==> config.mk <==
export PLATFORM = sky130hd
export DESIGN_NAME = imem_loader
export DESIGN_NICKNAME = d
export VERILOG_FILES = /design/src/rtl/imem_loader.sv
export SDC_FILE = /design/constraint.sdc
export NUM_CORES = 1
export LEC_CHECK = 0
export BUFFER_PORTS_ARGS = -buffer_cell sky130_fd_sc_hd__buf_2
export CORE_UTILIZATION = 40
export CTS_BUF_LIST = sky130_fd_sc_hd__clkbuf_8
export DETAILED_ROUTE_END_ITERATION = 10
export MAX_ROUTING_LAYER = met4
export PLACE_DENSITY = 0.64
export SYNTH_ARGS = -nofsm -noshare
export SYNTH_HDL_FRONTEND = slang
export SYNTH_SLANG_ARGS = --single-unit
==> constraint.sdc <==
create_clock -name clk -period 2.5 [get_ports clk]
set_clock_uncertainty 0.1 [all_clocks]
set_input_delay 0.25 -clock clk [delete_from_list [all_inputs] [get_ports clk]]
set_output_delay 0.25 -clock clk [all_outputs]
set_load 0.02 [all_outputs]
==> src/rtl/imem_loader.sv <==
// imem_loader: boot-time writer for the instruction SRAM.
// Takes a little-endian byte stream: a 32-bit word count N, then N words.
// Each word goes to SRAM at consecutive word addresses starting at 0.
// The CPU pipeline is held in reset until the last word is written.
// Optional feature macro: IMEM_LOADER_CHECKSUM_EN. When defined, a 4-byte
// trailer must equal the mod-2^32 sum of all data words, otherwise the load
// ends in ERR.
//
// state    | meaning
// ---------+-----------------------------------------------------------
// ST_HDR   | collecting the 4-byte word count
// ST_DATA  | collecting the 4 bytes of the next instruction word
// ST_WRITE | one-cycle SRAM write of the assembled word
// ST_CSUM  | collecting the 4-byte checksum trailer (macro only)
// ST_DONE  | image loaded, SRAM handed to IF, CPU out of reset
// ST_ERR   | bad header or checksum, CPU held in reset
module imem_loader #(
    parameter int AW          = 14,
    parameter int DEPTH_WORDS = 16384
) (
    input  logic          clk,
    input  logic          rst,
    input  logic [7:0]    in_data,
    input  logic          in_valid,
    output logic          in_ready,
    output logic          mem_CS,
    output logic          mem_OE,
    output logic [3:0]    mem_WEB,
    output logic [AW-1:0] mem_A,
    output logic [31:0]   mem_DI,
    output logic          cpu_rst,
    output logic          done,
    output logic          err
);

`ifdef IMEM_LOADER_CHECKSUM_EN
    typedef enum logic [2:0] {
        ST_HDR, ST_DATA, ST_WRITE, ST_CSUM, ST_DONE, ST_ERR
    } state_t;
`else
    typedef enum logic [2:0] {
        ST_HDR, ST_DATA, ST_WRITE, ST_DONE, ST_ERR
    } state_t;
`endif

    state_t      state;
    logic [1:0]  byte_cnt;
    logic [23:0] low_bytes;
    logic [31:0] word_count;
    logic [AW:0] word_idx;
    logic [AW:0] idx_nxt;
    logic [31:0] full_word;
    logic        accept;
    logic        last_byte;
`ifdef IMEM_LOADER_CHECKSUM_EN
    logic [31:0] csum_acc;
`endif

    // The loader never reads the SRAM.
    assign mem_OE = 1'b0;

    // Ready whenever a byte-collecting state is active; forced low in reset.
    always_comb begin
        in_ready = 1'b0;
        if (!rst) begin
            in_ready = (state == ST_HDR) || (state == ST_DATA)
`ifdef IMEM_LOADER_CHECKSUM_EN
                       || (state == ST_CSUM)
`endif
                       ;
        end
    end

    assign accept    = in_valid && in_ready;
    assign last_byte = accept && (byte_cnt == 2'd3);
    // The 4th byte is the MSB; the word is usable in the same cycle it arrives.
    assign full_word = {in_data, low_bytes};
    assign idx_nxt   = word_idx + {{AW{1'b0}}, 1'b1};

    // Loader FSM with byte assembly and registered SRAM/CPU-control outputs.
    always_ff @(posedge clk) begin
        if (rst) begin
            state      <= ST_HDR;
            byte_cnt   <= 2'd0;
            low_bytes  <= 24'd0;
            word_count <= 32'd0;
            word_idx   <= '0;
            mem_CS     <= 1'b0;
            mem_WEB    <= 4'b1111;
            mem_A      <= '0;
            mem_DI     <= 32'd0;
            cpu_rst    <= 1'b1;
            done       <= 1'b0;
            err        <= 1'b0;
`ifdef IMEM_LOADER_CHECKSUM_EN
            csum_acc   <= 32'd0;
`endif
        end else begin
            if (accept) begin
                byte_cnt <= byte_cnt + 2'd1;
                case (byte_cnt)
                    2'd0:    low_bytes[7:0]   <= in_data;
                    2'd1:    low_bytes[15:8]  <= in_data;
                    2'd2:    low_bytes[23:16] <= in_data;
                    default: ;
                endcase
            end

            mem_CS  <= 1'b0;
            mem_WEB <= 4'b1111;

            case (state)
                ST_HDR: begin
                    if (last_byte) begin
                        word_count <= full_word;
                        word_idx   <= '0;
                        if (full_word == 32'd0) begin
`ifdef IMEM_LOADER_CHECKSUM_EN
                            state   <= ST_CSUM;
`else
                            state   <= ST_DONE;
                            done    <= 1'b1;
                            cpu_rst <= 1'b0;
`endif
                        end else if (full_word > 32'(DEPTH_WORDS)) begin
                            state <= ST_ERR;
                            err   <= 1'b1;
                        end else begin
                            state <= ST_DATA;
                        end
                    end
                end

                ST_DATA: begin
                    if (last_byte) begin
                        state   <= ST_WRITE;
                        mem_CS  <= 1'b1;
                        mem_WEB <= 4'b0000;
                        mem_A   <= word_idx[AW-1:0];
                        mem_DI  <= full_word;
                    end
                end

                ST_WRITE: begin
                    word_idx <= idx_nxt;
`ifdef IMEM_LOADER_CHECKSUM_EN
                    csum_acc <= csum_acc + mem_DI;
`endif
                    // Index is one bit wider than the address so N==DEPTH_WORDS
                    // still reaches the terminal compare.
                    if (32'(idx_nxt) == word_count) begin
`ifdef IMEM_LOADER_CHECKSUM_EN
                        state   <= ST_CSUM;
`else
                        state   <= ST_DONE;
                        done    <= 1'b1;
                        cpu_rst <= 1'b0;
`endif
                    end else begin
                        state <= ST_DATA;
                    end
                end

`ifdef IMEM_LOADER_CHECKSUM_EN
                ST_CSUM: begin
                    if (last_byte) begin
                        if (full_word == csum_acc) begin
                            state   <= ST_DONE;
                            done    <= 1'b1;
                            cpu_rst <= 1'b0;
                        end else begin
                            state <= ST_ERR;
                            err   <= 1'b1;
                        end
                    end
                end
`endif

                ST_DONE: ;
                ST_ERR:  ;

                default: begin
                    state <= ST_ERR;
                    err   <= 1'b1;
                end
            endcase
        end
    end

endmodule

# --- After elaboration in Yosys (flattened, before gate mapping) ---
# Index checks and enable logic that the tools add are counted.
word_totals:
  ff_bits: 130
  elab_cells: 76
classes:
  n_addsub: 2
  magnitude_cmp: 1
  eq_ne: 14
  mux: 23
  bitwise: 3
  reduce_logical: 19
op_table:
  columns: ["op", "n"]
  rows:
  - ["$eq 15x32->1", 1]
  - ["$gt 32x15->1 const B", 1]
  - ["$logic_not 32->1", 1]
  - ["$pmux 15 s2", 1]
  - ["$add 15x1->15 const B", 1]
  - ["$mux 15", 1]
  - ["$mux 3", 4]
  - ["$pmux 3 s4", 1]
  - ["$reduce_and 2->1", 6]
  - ["$mux 1", 11]
  - ["$ne 2x2->1 const B", 4]
  - ["$reduce_and 4->1", 2]
  - ["$eq 3x2->1 const B", 2]
  - ["$pmux 1 s2", 3]
  - ["$eq 2x2->1 const B", 2]
  - ["$mux 4", 1]
  - ["$ne 2x1->1 const B", 2]
  - ["$reduce_or 2->1", 2]
  - ["$reduce_or 4->1", 1]
  - ["$eq 3x1->1 const B", 1]
  - ["$eq 3x3->1 const B", 1]
  - ["$logic_not 3->1", 1]
  - ["$not 1->1", 3]
  - ["$reduce_and 3->1", 1]
  - ["7 further kinds", 8]

# --- Logic depth before layout (Yosys ltp) ---
logic_depth:
  ltp_word: 7
  depth_mapped: 8

# --- Worst setup path after synthesis ---
# No wires, ideal clock.
synth_timing:
  path_type: "reg2reg"
  startpoint: "register word_idx[1]"
  endpoint: "register cpu_rst"
  t_arrival_ns: 2.244
  required_time_ns: 2.285
  path_slack_ns: 0.040
  path_stages_with_launch: 8
  path_buffers: 0
  synth_period_minus_slack_ns: 2.460
  path_cell_list: "dfxtp_1 > ha_1 > nand3_2 > nor4_1 > xnor2_1 > o2111ai_1 > or4_1 > a31o_1"
synth_via:
  elab_chain_cells: 4
synth_rtl:
  columns: ["item", "line_no", "text"]
  rows:
  - ["start, declared", "50", "logic [AW:0] word_idx;"]
  - ["start signal, assigned", "145", "word_idx <= idx_nxt;"]
  - ["$add 15x1->15", "78", "assign idx_nxt = word_idx + {{AW{1'b0}}, 1'b1};"]
  - ["$eq 15x32->1", "151", "if (32'(idx_nxt) == word_count) begin"]
  - ["$ne 2x2->1 (no line)", null, null]
  - ["$reduce_and 4->1 (no line)", null, null]
  - ["end signal, assigned", "92", "cpu_rst <= 1'b1;"]
  - ["end signal, assigned", "123", "cpu_rst <= 1'b0;"]
  - ["end signal, assigned", "157", "cpu_rst <= 1'b0;"]
  - ["end, declared", "31", "output logic cpu_rst,"]
# No other way between the ends.
# A chain may end at the register's enable or synchronous reset.

# --- Worst setup path after layout ---
layout_timing:
  startpoint: "register word_idx[7]"
  endpoint: "register cpu_rst"
# The elaborated chain is that of the path after synthesis.

==> flow_metrics.py <==
metrics = {
    "clocking": {
        "htreeDepth": 4,
        "clock-sinks": 127,
        "clkLatencyLatePin_ns": 0.44,
        "cts_tree": "done",
        "clk_pin_slew_worst_paths_ns": 0.07,
        "cts_made_buffers": 17,
        "cts_buffer_depth": 2,
        "root_buffer": "clkbuf_8",
        "cts_hold_buffers": 0,
    },
    "logic_synthesis": {
        "synthMuxAreaShare": 0.002113,
        "synth-seq-cells": 127,
        "synth-xor-area-share": 0.03287,
        "syn_nets": 705,
        "synth_simple_gate_area_frac": 0.2599,
        "synth_compound_area_frac": 0.1651,
        "synthArstFlopShare": 0,
        "synth_top_family_by_area": "simple AND/OR/NAND/NOR gates",
        "ys.flop_type": "dfxtp_1",
        "avgSynthCellArea_sq_um": 7.734,
        "synth_fa_ha_area_frac": 0.01174,
        "yosysUniqueCellTypes": 49,
        "synth-edff-count": 0,
        "ys_seq_area_frac": 0.4771,
        "postSynthCellCount": 689,
        "synth_area_leaders": "dfxtp_1 (48%), nand2_1 (14%), a21oi_1 (11%), nand3_1 (2.9%), clkbuf_1 (2.7%)",
        "syn-cell-area_sq_mm": 0.005329,
        "synth_warnings": 0,
        "yosysTopAreaCell": "dfxtp_1",
        "synth_top_area_share": 0.4771,
    },
    "detailed_routing": {
        "vias": 4928,
        "viasPerCell": 5.288,
        "drtPass1Iterations": 5,
        "wirelength_um": 13690,
        "postRouteAntennaNets": 0,
        "drc_errors": 0,
        "wl_per_cell_um": 14.69,
        "drtIter0Drc": 243,
    },
    "sta": {
        "setup_viol": 0,
        "slew_violations": 0,
        "finalWorstSetupSlack_ns": 0.04603,
        "final-hold-violation-count": 0,
        "finalSetupTns_ns": 0,
        "max_freq_ghz": 0.4075,
        "hold_ws_ns": 0.02952,
        "finalCriticalPeriod_ns": 2.454,
        "finalCritPeriodShare": 0.9816,
        "worst_slew_pin_slew_ns": 0.8849,
        "relSlewSlack": 0.4100,
    },
    "worst_setup_path": {
        "endpoint_kind": "flop",
        "start_kind": "flop",
        "critPathKind": "flop to flop",
        "crit_required_ns": 2.73,
        "arrival_ns": 2.69,
        "critPathMaxFanout": 10,
    },
    "layout": {
        "antenna_cells": 0,
        "drive_gt1_frac": 0.1803,
        "final_util": 0.4940,
        "syn_to_final_growth_pct": 18.88,
        "final_nets": 763,
    },
    "pwr": {
        "ir_worst_vdd_mv": 0.3881,
        "p_total_mw": 4.073,
        "power.leakage_nw": 2.368,
        "p_per_area_mw_per_mm2": 642.9,
    },
    "floorplan": {
        "coreArea_sq_mm": 0.01282,
        "pin_count": 67,
        "fp.dieArea_sq_mm": 0.01379,
        "fp.dieH_um": 117.4,
        "row_count": 41,
        "initial_core_util": 0.4155,
        "fp.dieW_um": 117.4,
    },
    "global_routing": {
        "antenna_found_initial": 0,
        "grt_start_max_net_pins": 93,
        "overflow": 0,
        "grt_pass1_wl_um": 22720,
        "grt_util_all_layers": 0.2128,
        "grt_pass1_vias": 4538,
    },
    "min_path": {
        "hold_path.class": "primary input to flop",
    },
    "flow_run": {
        "cap_viol_max_count": 0,
    },
    "placement": {
        "dp_hpwl_um": 9440,
        "dp_slack_ns": -0.01643,
        "gp_congestion": 0.9010,
        "io_buffers": 65,
    },
    "outcome": {
        "status": "completed",
    },
}
metrics by stage:
stage	instances	cell area (sq um)
6_report	932	6335
5_1_grt	932	6335
4_1_cts	931	6284
3_5_place_dp	899	5844
3_3_place_gp	899	5844
2_1_floorplan	689	5329
layer usage:
layer	vias to the layer above	track usage	wire length [um]
met4	0	0.07873	203
met5	-	-	0
met3	16	0.04232	686
li1	2464	-	-
met2	135	0.3258	6425
met1	2313	0.2769	6375
repair_timing:
| action | CTS | global route |
|---|---|---|
| resized for setup | 2 | 9 |
| setup endpoints to repair | 1 | 2 |
| setup buffers | 0 | 1 |
| pin swaps | 0 | 2 |
report_power, final:
| part | leakage, nW | switching (mW) | total (mW) | internal [mW] |
|---|---|---|---|---|
| combinational | 1.13 | 0.103 | 0.141 | 0.0386 |
| sequential | 1.02 | 0.0197 | 2.06 | 2.04 |
| clock | 0.214 | 0.791 | 1.87 | 1.08 |
| total | 2.37 | 0.913 | 4.07 | 3.16 |
layout make-up:
class | count | area [sq um]
flip-flops and latches | 127 | 2545
clock inverters | 11 | 140.1
fillers | 1284 | 6490
multi-input cells | 501 | 2574
clock buffers | 21 | 289.0
well taps | 172 | 215.2
inverters | 5 | 18.77
repair buffers | 95 | 553.0
state kept, by name, indices dropped and copies added, names as in the netlist:
name	cells
mem_DI	32
word_count	32
low_bytes	24
word_idx	15
mem_A	14
state	3
byte_cnt	2
cpu_rst	1
done	1
err	1
mem_CS	1
mem_WEB	1
logic make-up (layout without fill, tap and decap cells):
group | Yosys count | in the layout
buffers and inverters | 61 | 132
and+or+nand+nor | 313 | 313
adders and majority gates | 5 | 5
muxes | 1 | 1
AOI/OAI and AO/OA | 161 | 161
xor gates and xnor gates | 20 | 20
other | 1 | 1
DFF | 127 | 127
placed cells by master (no fill, tap or decap), types with 2 or more instances in the layout:
cell,count
clkbuf_8,21
nor4_1,15
or3_1,3
or4_1,3
a22oi_1,2
buf_4,31
a31oi_1,5
dfxtp_1,125
and4_1,3
clkinvlp_4,4
and3_1,3
buf_2,64
inv_1,8
o21ai_0,15
a311oi_1,2
xor2_1,7
bufinv_16,3
nor3b_1,2
dfxtp_2,2
and2_1,2
a21oi_1,121
nor2b_1,3
nor2_1,24
ha_1,4
nor3_1,5
xnor2_1,13
nand4_1,9
o211ai_1,2
nand2_1,202
nand3_1,31
Yosys cell counts (3+ instances only):
cell	instances
nand2_1	202
dfxtp_1	127
a21oi_1	121
clkbuf_1	38
nand3_1	31
nor2_1	25
nor4_1	16
o21ai_0	15
xnor2_1	13
buf_4	9
nand4_1	9
xor2_1	7
nor3_1	6
a31oi_1	5
ha_1	5
inv_1	5
buf_1	4
buf_2	4
or3_1	4
and3_1	3
and4_1	3
nor2b_1	3
or4_1	3
worst paths after layout:
check	from	endpoint	slack [ns]	cells after the start
worst max-delay path	word_idx[7]$_SDFFE_PP0P_	cpu_rst$_SDFFE_PP1P_	0.05	6
worst min-delay path	in_data[5]	mem_DI[29]$_SDFFE_PP0P_	0.03	3
worst max register to register	word_idx[7]$_SDFFE_PP0P_	cpu_rst$_SDFFE_PP1P_	0.05	6
worst min register to register	mem_A[9]$_SDFFE_PP0P_	mem_A[9]$_SDFFE_PP0P_	0.35	2
worst max-delay path: stages, from the launching register on:
cell,delay (ns)
dfxtp_1,0.50
nand4_4,0.23
or3_4,0.40
o311ai_2,0.27
o211ai_1,0.15
or4_1,0.46
a31o_1,0.24
Note: power is estimated with default switching activity, not from simulation.
